===== src/rtl/spi_buf_pkg.sv =====
// Shared types and helpers for the SPI receive-frame assembler.
package spi_buf_pkg;

    typedef enum logic [1:0] {
        ST_IDLE,
        ST_FILL,
        ST_HOLD
    } state_t;

    localparam int HDR_FIELD_W = 8;
    localparam int HDR_W       = 3 * HDR_FIELD_W;

    function automatic int frame_width(input int nbytes, input int xadc_w);
        return HDR_W + 8 * nbytes + xadc_w;
    endfunction

    // Unsigned range test done before any subtraction so the slot index never wraps.
    function automatic logic slot_in_window(input int unsigned addr,
                                            input int unsigned base,
                                            input int unsigned nbytes);
        return (addr >= base) && (addr < base + nbytes);
    endfunction

endpackage


===== src/rtl/frame_timeout_cnt.sv =====
// Idle-cycle counter for the FILL state; expire fires in the cycle whose
// idle edge would bring the count up to TIMEOUT_CYC.
module frame_timeout_cnt #(
    parameter  int TIMEOUT_CYC = 1024,
    localparam int CNT_W       = $clog2(TIMEOUT_CYC + 1)
) (
    input  logic clk,
    input  logic rst,
    input  logic clear,
    input  logic enable,
    output logic expire
);

    logic [CNT_W-1:0] count;

    assign expire = enable && (count == CNT_W'(TIMEOUT_CYC - 1));

    always_ff @(posedge clk) begin
        if (!rst || clear) begin
            count <= '0;
        end else if (enable) begin
            count <= count + CNT_W'(1);
        end
    end

endmodule


===== src/rtl/spi_frame_assembler.sv =====
// Collects addressed SPI payload bytes into slots and emits a packed frame
// (header, slots, xadc) upstream through a valid/ready handshake.
module spi_frame_assembler
    import spi_buf_pkg::*;
#(
    parameter  int NBYTES      = 5,
    parameter  int ADDR_W      = 5,
    parameter  int BASE_ADDR   = 3,
    parameter  int XADC_W      = 12,
    parameter  int TIMEOUT_CYC = 1024,
    localparam int FRAME_W     = frame_width(NBYTES, XADC_W)
) (
    input  logic               clk,
    input  logic               rst,
    input  logic               byte_valid,
    input  logic [ADDR_W-1:0]  addr,
    input  logic [7:0]         data_in,
    input  logic               frame_close,
    input  logic [7:0]         spi_id_in,
    input  logic [7:0]         spi_select,
    input  logic [7:0]         spi_reg,
    input  logic [XADC_W-1:0]  xadc_in,
    output logic [FRAME_W-1:0] frame_out,
    output logic               frame_valid,
    input  logic               frame_ready,
    output logic               frame_partial,
    output logic               err_addr,
    output logic               err_timeout,
    output logic               overflow
);

    state_t              state;
    logic [8*NBYTES-1:0] slot_bus;
    logic [8*NBYTES-1:0] slot_next;
    logic [NBYTES-1:0]   mask;
    logic [NBYTES-1:0]   mask_next;
    logic [ADDR_W-1:0]   slot_idx;
    logic [FRAME_W-1:0]  frame_next;
    logic                addr_ok;
    logic                in_win;
    logic                full;
    logic                expire;

    assign addr_ok  = slot_in_window(32'(addr), 32'(BASE_ADDR), 32'(NBYTES));
    assign in_win   = byte_valid && addr_ok;
    assign slot_idx = addr - ADDR_W'(BASE_ADDR);

    // In HOLD the next buffer is the fresh one a handshake-cycle byte lands in.
    always_comb begin
        slot_next = (state == ST_HOLD) ? '0 : slot_bus;
        mask_next = (state == ST_HOLD) ? '0 : mask;
        for (int k = 0; k < NBYTES; k++) begin
            if (in_win && (slot_idx == ADDR_W'(k))) begin
                slot_next[8*(NBYTES-1-k) +: 8] = data_in;
                mask_next[k]                   = 1'b1;
            end
        end
    end

    assign full       = &mask_next;
    assign frame_next = {spi_id_in, spi_select, spi_reg, slot_next, xadc_in};

    generate
        if (TIMEOUT_CYC > 0) begin : g_timeout
            frame_timeout_cnt #(
                .TIMEOUT_CYC(TIMEOUT_CYC)
            ) u_timeout (
                .clk   (clk),
                .rst   (rst),
                .clear (state != ST_FILL || in_win),
                .enable(state == ST_FILL && !in_win),
                .expire(expire)
            );
        end else begin : g_no_timeout
            assign expire = 1'b0;
        end
    endgenerate

    always_ff @(posedge clk) begin
        if (!rst) begin
            state         <= ST_IDLE;
            slot_bus      <= '0;
            mask          <= '0;
            frame_out     <= '0;
            frame_valid   <= 1'b0;
            frame_partial <= 1'b0;
            err_addr      <= 1'b0;
            err_timeout   <= 1'b0;
            overflow      <= 1'b0;
        end else begin
            err_addr    <= byte_valid && !addr_ok;
            err_timeout <= 1'b0;
            case (state)
                ST_IDLE: begin
                    if (in_win) begin
                        slot_bus <= slot_next;
                        mask     <= mask_next;
                        if (full) begin
                            frame_out     <= frame_next;
                            frame_valid   <= 1'b1;
                            frame_partial <= 1'b0;
                            state         <= ST_HOLD;
                        end else begin
                            state <= ST_FILL;
                        end
                    end
                end
                ST_FILL: begin
                    if (in_win) begin
                        slot_bus <= slot_next;
                        mask     <= mask_next;
                    end
                    if (full || frame_close) begin
                        frame_out     <= frame_next;
                        frame_valid   <= 1'b1;
                        frame_partial <= !full;
                        state         <= ST_HOLD;
                    end else if (expire) begin
                        slot_bus    <= '0;
                        mask        <= '0;
                        err_timeout <= 1'b1;
                        state       <= ST_IDLE;
                    end
                end
                ST_HOLD: begin
                    if (frame_ready) begin
                        slot_bus      <= slot_next;
                        mask          <= mask_next;
                        frame_valid   <= 1'b0;
                        frame_partial <= 1'b0;
                        if (!in_win) begin
                            state <= ST_IDLE;
                        end else if (full) begin
                            frame_out   <= frame_next;
                            frame_valid <= 1'b1;
                            state       <= ST_HOLD;
                        end else begin
                            state <= ST_FILL;
                        end
                    end else if (in_win) begin
                        overflow <= 1'b1;
                    end
                end
                default: state <= ST_IDLE;
            endcase
        end
    end

endmodule


===== config.mk =====
export PLATFORM = sky130hd
export DESIGN_NAME = spi_frame_assembler
export DESIGN_NICKNAME = d
export VERILOG_FILES = /design/src/rtl/spi_buf_pkg.sv /design/src/rtl/frame_timeout_cnt.sv /design/src/rtl/spi_frame_assembler.sv
export SDC_FILE = /design/constraint.sdc
export NUM_CORES = 1
export LEC_CHECK = 0
export BUFFER_PORTS_ARGS = -buffer_cell sky130_fd_sc_hd__buf_4
export CAP_MARGIN = 20
export CORE_ASPECT_RATIO = 2
export CORE_UTILIZATION = 35
export CTS_CLUSTER_SIZE = 30
export DETAILED_ROUTE_END_ITERATION = 8
export PLACE_DENSITY = 0.66
export SYNTH_ARGS = -nofsm -noshare
export SYNTH_HDL_FRONTEND = slang
export SYNTH_SLANG_ARGS = --single-unit

===== constraint.sdc =====
create_clock -name clk -period 2.82 [get_ports clk]
set_clock_uncertainty 0.05 [all_clocks]
set_input_delay 0.564 -clock clk [delete_from_list [all_inputs] [get_ports clk]]
set_output_delay 0.564 -clock clk [all_outputs]
set_load 0.02 [all_outputs]

Word level (Yosys, flattened, before mapping)
Cells that the tools add are included.
{ "word_totals": {"ff_bits": 139, "latchBits": 0, "ramBits": 0, "mem_bits_ro": 0, "input_bits": 54, "out_inout_bits": 81, "word_cells": 104, "memories": 0} }
{ "classes": {"n_addsub": 2, "mul": 0, "div": 0, "magnitude_cmp": 2, "eq_ne": 13, "shift": 0, "muxes": 47, "bitwise_logic": 3, "reduce_logical": 27} }
{ "ops": {"columns": ["operator", "n"], "rows": [
  ["$mux 76", 4],
  ["$pmux 76 s3", 1],
  ["$mux 40", 5],
  ["$pmux 40 s3", 1],
  ["$mux 8", 5],
  ["$mux 5", 5],
  ["$mux 1", 16],
  ["$pmux 5 s3", 1],
  ["$mux 2", 6],
  ["$add 11x1->11 const B", 1],
  ["$eq 11x10->1 const B", 1],
  ["$eq 5x2->1 const B", 2],
  ["$logic_and 1x1->1", 10],
  ["$reduce_and 5->1", 2],
  ["$reduce_and 3->1", 3],
  ["$ne 2x2->1 const B", 3],
  ["$pmux 1 s3", 2],
  ["$pmux 2 s3", 1],
  ["$eq 5x1->1 const B", 1],
  ["$eq 5x3->1 const B", 1],
  ["$ge 5x2->1 const B", 1],
  ["$logic_not 5->1", 1],
  ["$lt 5x4->1 const B", 1],
  ["$sub 5x2->5 const B", 1],
  ["other kinds (11)", 19]
]} }

Depth between registers and ports, before layout
{ "depth": {"word_depth": 10, "mapped_depth": 11, "depth_no_buf": 7} }

Modules after synthesis
Synthesis repeated with hierarchy kept, for this count alone.
{ "hier_totals": {"hier_cells": 665, "area_unflattened_um2": 6013.3} }
{ "by_module_without_submodules": {"columns": ["mod", "instances", "cells_per_inst", "area_per_inst_um2"], "rows": [
  ["spi_frame_assembler", 1, 613, 5521.5],
  ["frame_timeout_cnt", 1, 52, 491.7]
]} }

Worst setup path before layout
OpenSTA, ideal clock, no wires.
{ "synth_path": {"path_type": "input to register", "start": "input port addr[3]", "end": "register slot_bus[16]", "t_arrival_ps": 2665, "path_slack_ps": 25, "path_stages": 9, "n_path_buf": 3, "cell_sequence": "nand4bb_1 > buf_2 > or3b_1 > buf_2 > a221o_1 > o2111ai_2 > a21oi_2 > buf_4 > a211oi_2"} }
{ "synth_between": {"elab_chain_cells": 9, "elab_cells_between_ends": 31, "classes_between": "1 x add/sub; 2 x order compare; 4 x eq/ne; 11 x mux; 13 x reduce/logical"} }
{ "synth_rtl": {"columns": ["item", "line", "text"], "rows": [
  ["from (decl)", "spi_frame_assembler.sv:16", "input logic [ADDR_W-1:0] addr,"],
  ["branches (longest 8 deep; another with $sub 5x2->5)", null, null],
  ["$pmux 40 s3 (*)", "spi_frame_assembler.sv:93", "case (state)"],
  ["to (signal assigned)", "spi_frame_assembler.sv:96", "slot_bus <= slot_next;"],
  ["to (signal assigned)", "spi_frame_assembler.sv:110", "slot_bus <= slot_next;"],
  ["to (signal assigned)", "spi_frame_assembler.sv:127", "slot_bus <= slot_next;"],
  ["to (decl)", "spi_frame_assembler.sv:33", "logic [8*NBYTES-1:0] slot_bus;"]
]} }
Every way passes the cells marked *. The select of a mux whose other input is x is not followed.
A chain may end at the register's enable or synchronous reset.

Worst setup path after layout
{ "layout_path": {"start": "input port addr[3]", "end": "register frame_out[17]"} }
{ "layout_between": {"elab_chain_cells": 10, "elab_cells_between_ends": 30, "classes_between": "1 x add/sub; 2 x order compare; 5 x eq/ne; 11 x mux; 11 x reduce/logical"} }
{ "layout_rtl": {"columns": ["item", "line", "text"], "rows": [
  ["branches (longest 10 deep; another with $sub 5x2->5)", null, null],
  ["to (signal assigned)", "spi_frame_assembler.sv:99", "frame_out <= frame_next;"],
  ["to (signal assigned)", "spi_frame_assembler.sv:114", "frame_out <= frame_next;"],
  ["to (signal assigned)", "spi_frame_assembler.sv:134", "frame_out <= frame_next;"],
  ["to (decl)", "spi_frame_assembler.sv:23", "output logic [FRAME_W-1:0] frame_out,"]
]} }
Parallel ways; which one is timed is not known. The select of a mux whose other input is x is not followed.

==> impl_metrics.csv <==
group,metric,value,unit
status,status,"complete, no violations",
clock_network,htree_levels,4,
route,wl_per_cell,15.8,um
clock_network,post_cts_buffers,0,
global_route,grt_usage,18.8,%
timing,finalHoldViolCount,0,
place,hpwl,13.2,mm
floorplanning,initial_core_util,35.7,%
route,dr.pass1.iters,5,
timing,slew_violations,0,
yosys,yosysTopAreaCellShare,40.4,%
clock_network,post_cts_resized,0,
floorplanning,die_area,0.0203,mm^2
yosys,syn_avg_cell_area,8.55,um^2
yosys,ys_warn_count,0,
timing,rsz0062_at_grt,"no",
place,placedInstanceArea,0.00820,mm^2
job,drv_cap,0,
yosys,ys_async_sr_fraction,0,%
yosys,synth_most_common_cell,"nand2_1",
floorplanning,die_x,101,um
final_layout,n_antenna_cell,0,
timing,setup_ws,0.391,ns
worst_hold_path,holdCritStartpoint,"spi_select[7]",
place,io_buffers,134,
timing,fin_crit_sh,86.1,%
yosys,synth.ff_latch_count,139,
worst_hold_path,holdPathEnd,"frame_out[67]",
critical_path,worstReg2RegStart,"state[0]",
global_route,grt_max_degree,112,
timing,worstMarginPinSlew,0.961,ns
clock_network,cts_buffers,17,
yosys,synth_nets,864,
final_layout,drive_gt1_share,26.5,%
critical_path,reg2reg_slack,0.42,ns
final_layout,fillers,1909,
yosys,synth_cells,805,
yosys,ys_top_cells_by_area,"dfxtp_1, mux2i_1, nand2_1, mux2_2, clkbuf_1",
critical_path,cp_max_fo,25,
critical_path,r2r-end,"slot_bus[14]",
yosys,yosys-top-cells-count,"nand2_1, dfxtp_1, mux2i_1",
yosys,synth_edf_count,0,
route,drt_drc_violations_left,0,
global_route,first_global_vias,5858,
route,dr.first_iter.drc_count,372,
floorplanning,rows,72,
final_layout,fin_nets,972,
yosys,ys.flop_type,"dfxtp_1",
pwr,irDropWorstVdd,0.000321,V
clock_network,cts-root-buf,"clkbuf_16",
pwr,p_leak,3.83,nW
timing,setup_viol,0,
clock_network,cts.reportedPaths.clkPinSlew,0.06,ns
critical_path,worstSetupEndpointType,"register",
route,antenna_left,0,
final_layout,syn2layout_area_growth,27.8,%
clock_network,cts_tree,"done",
yosys,seq_area_frac_synth,40.4,%
floorplanning,chipHeight,200,um
final_layout,seq_area,0.00278,mm^2
pwr,power_per_cell_area,610,mW/mm^2
route,vias,6089,
floorplanning,design.core.area,0.0193,mm^2
yosys,ys_types,49,
worst_hold_path,hp-class,"in2reg",
floorplanning,ioPinCount,135,
timing,slew_headroom,35.9,%
clock_network,cts.sinks,139,
route,wirelength,18.7,mm
timing,fin_crit,2.43,ns
clock_network,clock_path_buffers,2,
final_layout,multi_input_area,0.00376,mm^2
critical_path,arrival,2.68,ns
global_route,overflow,0,
critical_path,r2r_cells,9,
place,dp_worst_setup_slack,-0.0155,ns
critical_path,critical_path_class,"in2reg",
critical_path,critPathRequiredTime,3.07,ns
yosys,synth.cell_area,0.00688,mm^2
critical_path,startpoint_type,"input port",
global_route,grt_pass1_wl,29.7,mm
route,vias_per_cell,5.14,
place,place_congestion,0.833,
timing,max_clock_freq,412,MHz
clock_network,hold_buffers,0,
worst_hold_path,min_path_cells,3,
clock_network,clock_latency,0.42,ns
global_route,antenna_found_initial,0,
yosys,yosysTopAreaCell,"dfxtp_1",
final_layout,fin_area,0.00880,mm^2
## final cells by class
type	count	share of cell area, %
multi-input combinational	582	42.8
timing repair buffer	166	14.9
tap	259	3.68
clock inverter	10	1.31
sequential	139	31.6
clock buffer	21	5.46
inverter	7	0.299
## worst max-delay path: stages
cell and delay (ns):
buf_4 0.13, nand4bb_1 0.21, or3b_1 0.42, a221o_1 0.45, o21ai_1 0.29, a31oi_4 0.21, buf_12 0.23, mux2i_1 0.14
## state kept, by name, summed over array words and instances (netlist names), 2 cells and up
register / count
frame_out: 76
g_timeout.u_timeout.count: 11
mask: 5
slot_bus: 40
state: 2
## layer usage
| layer | GRT usage, % | part of all wire, % | vias to the layer above |
|---|---|---|---|
| met4 | 12.3 | 5.2 | 0 |
| met5 | 0 | 0 | - |
| met1 | 19.9 | 38 | 2855 |
| met2 | 33.2 | 53 | 152 |
| met3 | 3.31 | 3.5 | 57 |
| li1 | - | - | 3025 |
## how the worst max path moves through the flow
stage	to	slack, ns	startpoint	cells past startpoint
4_1_cts	frame_out[15]	0.43	addr[3]	8
2_1_floorplan	slot_bus[16]	0.03	addr[3]	9
3_3_place_gp	frame_out[22]	0.04	addr[3]	9
5_1_grt	slot_bus[14]	0.25	state[0]	9
6_report	frame_out[17]	0.39	addr[3]	8
3_5_place_dp	frame_out[17]	-0.02	addr[3]	8
## layout by cell type (no fill, tap or decap), types with 13 or more instances in the layout
cell type,instances
a21oi_1,15
a22o_1,24
a22oi_1,22
a31oi_1,17
buf_4,161
clkbuf_16,17
dfxtp_1,139
mux2_2,32
mux2i_1,79
nand2_1,200
nand2b_1,13
nand3_1,25
nor2_1,19
nor2b_1,16
o21ai_0,33
## power breakdown
group | switching [mW] | total [mW] | internal, mW
Clock | 0.866 | 2.26 | 1.39
Sequential | 0.0537 | 2.11 | 2.06
Combinational | 0.578 | 1.00 | 0.426
## metrics by stage
stage                     instances  hold slack (ns)  utilization (%)  setup TNS [ns]  total power, mW
after floorplan                 805            0.399                -               0             2.81
after global placement         1153            0.395             42.6               0             3.15
after detailed placement       1153            0.402             42.6         -0.0243             3.16
after CTS                      1184            0.325             45.6               0             5.43
after global routing           1184            0.338             45.6               0             5.59
final                          1184            0.342             45.6               0             5.37
## cell families after synthesis
| group | count (synthesis) | synth area share [%] |
|---|---|---|
| mux | 111 | 16.7 |
| compound gates | 152 | 16.0 |
| buf+inv | 84 | 5.25 |
| fa+ha+maj | 5 | 0.909 |
| flops | 139 | 40.4 |
| simple gates | 305 | 19.6 |
| xor+xnor | 9 | 1.15 |
Power figures use the tool's default switching activity.
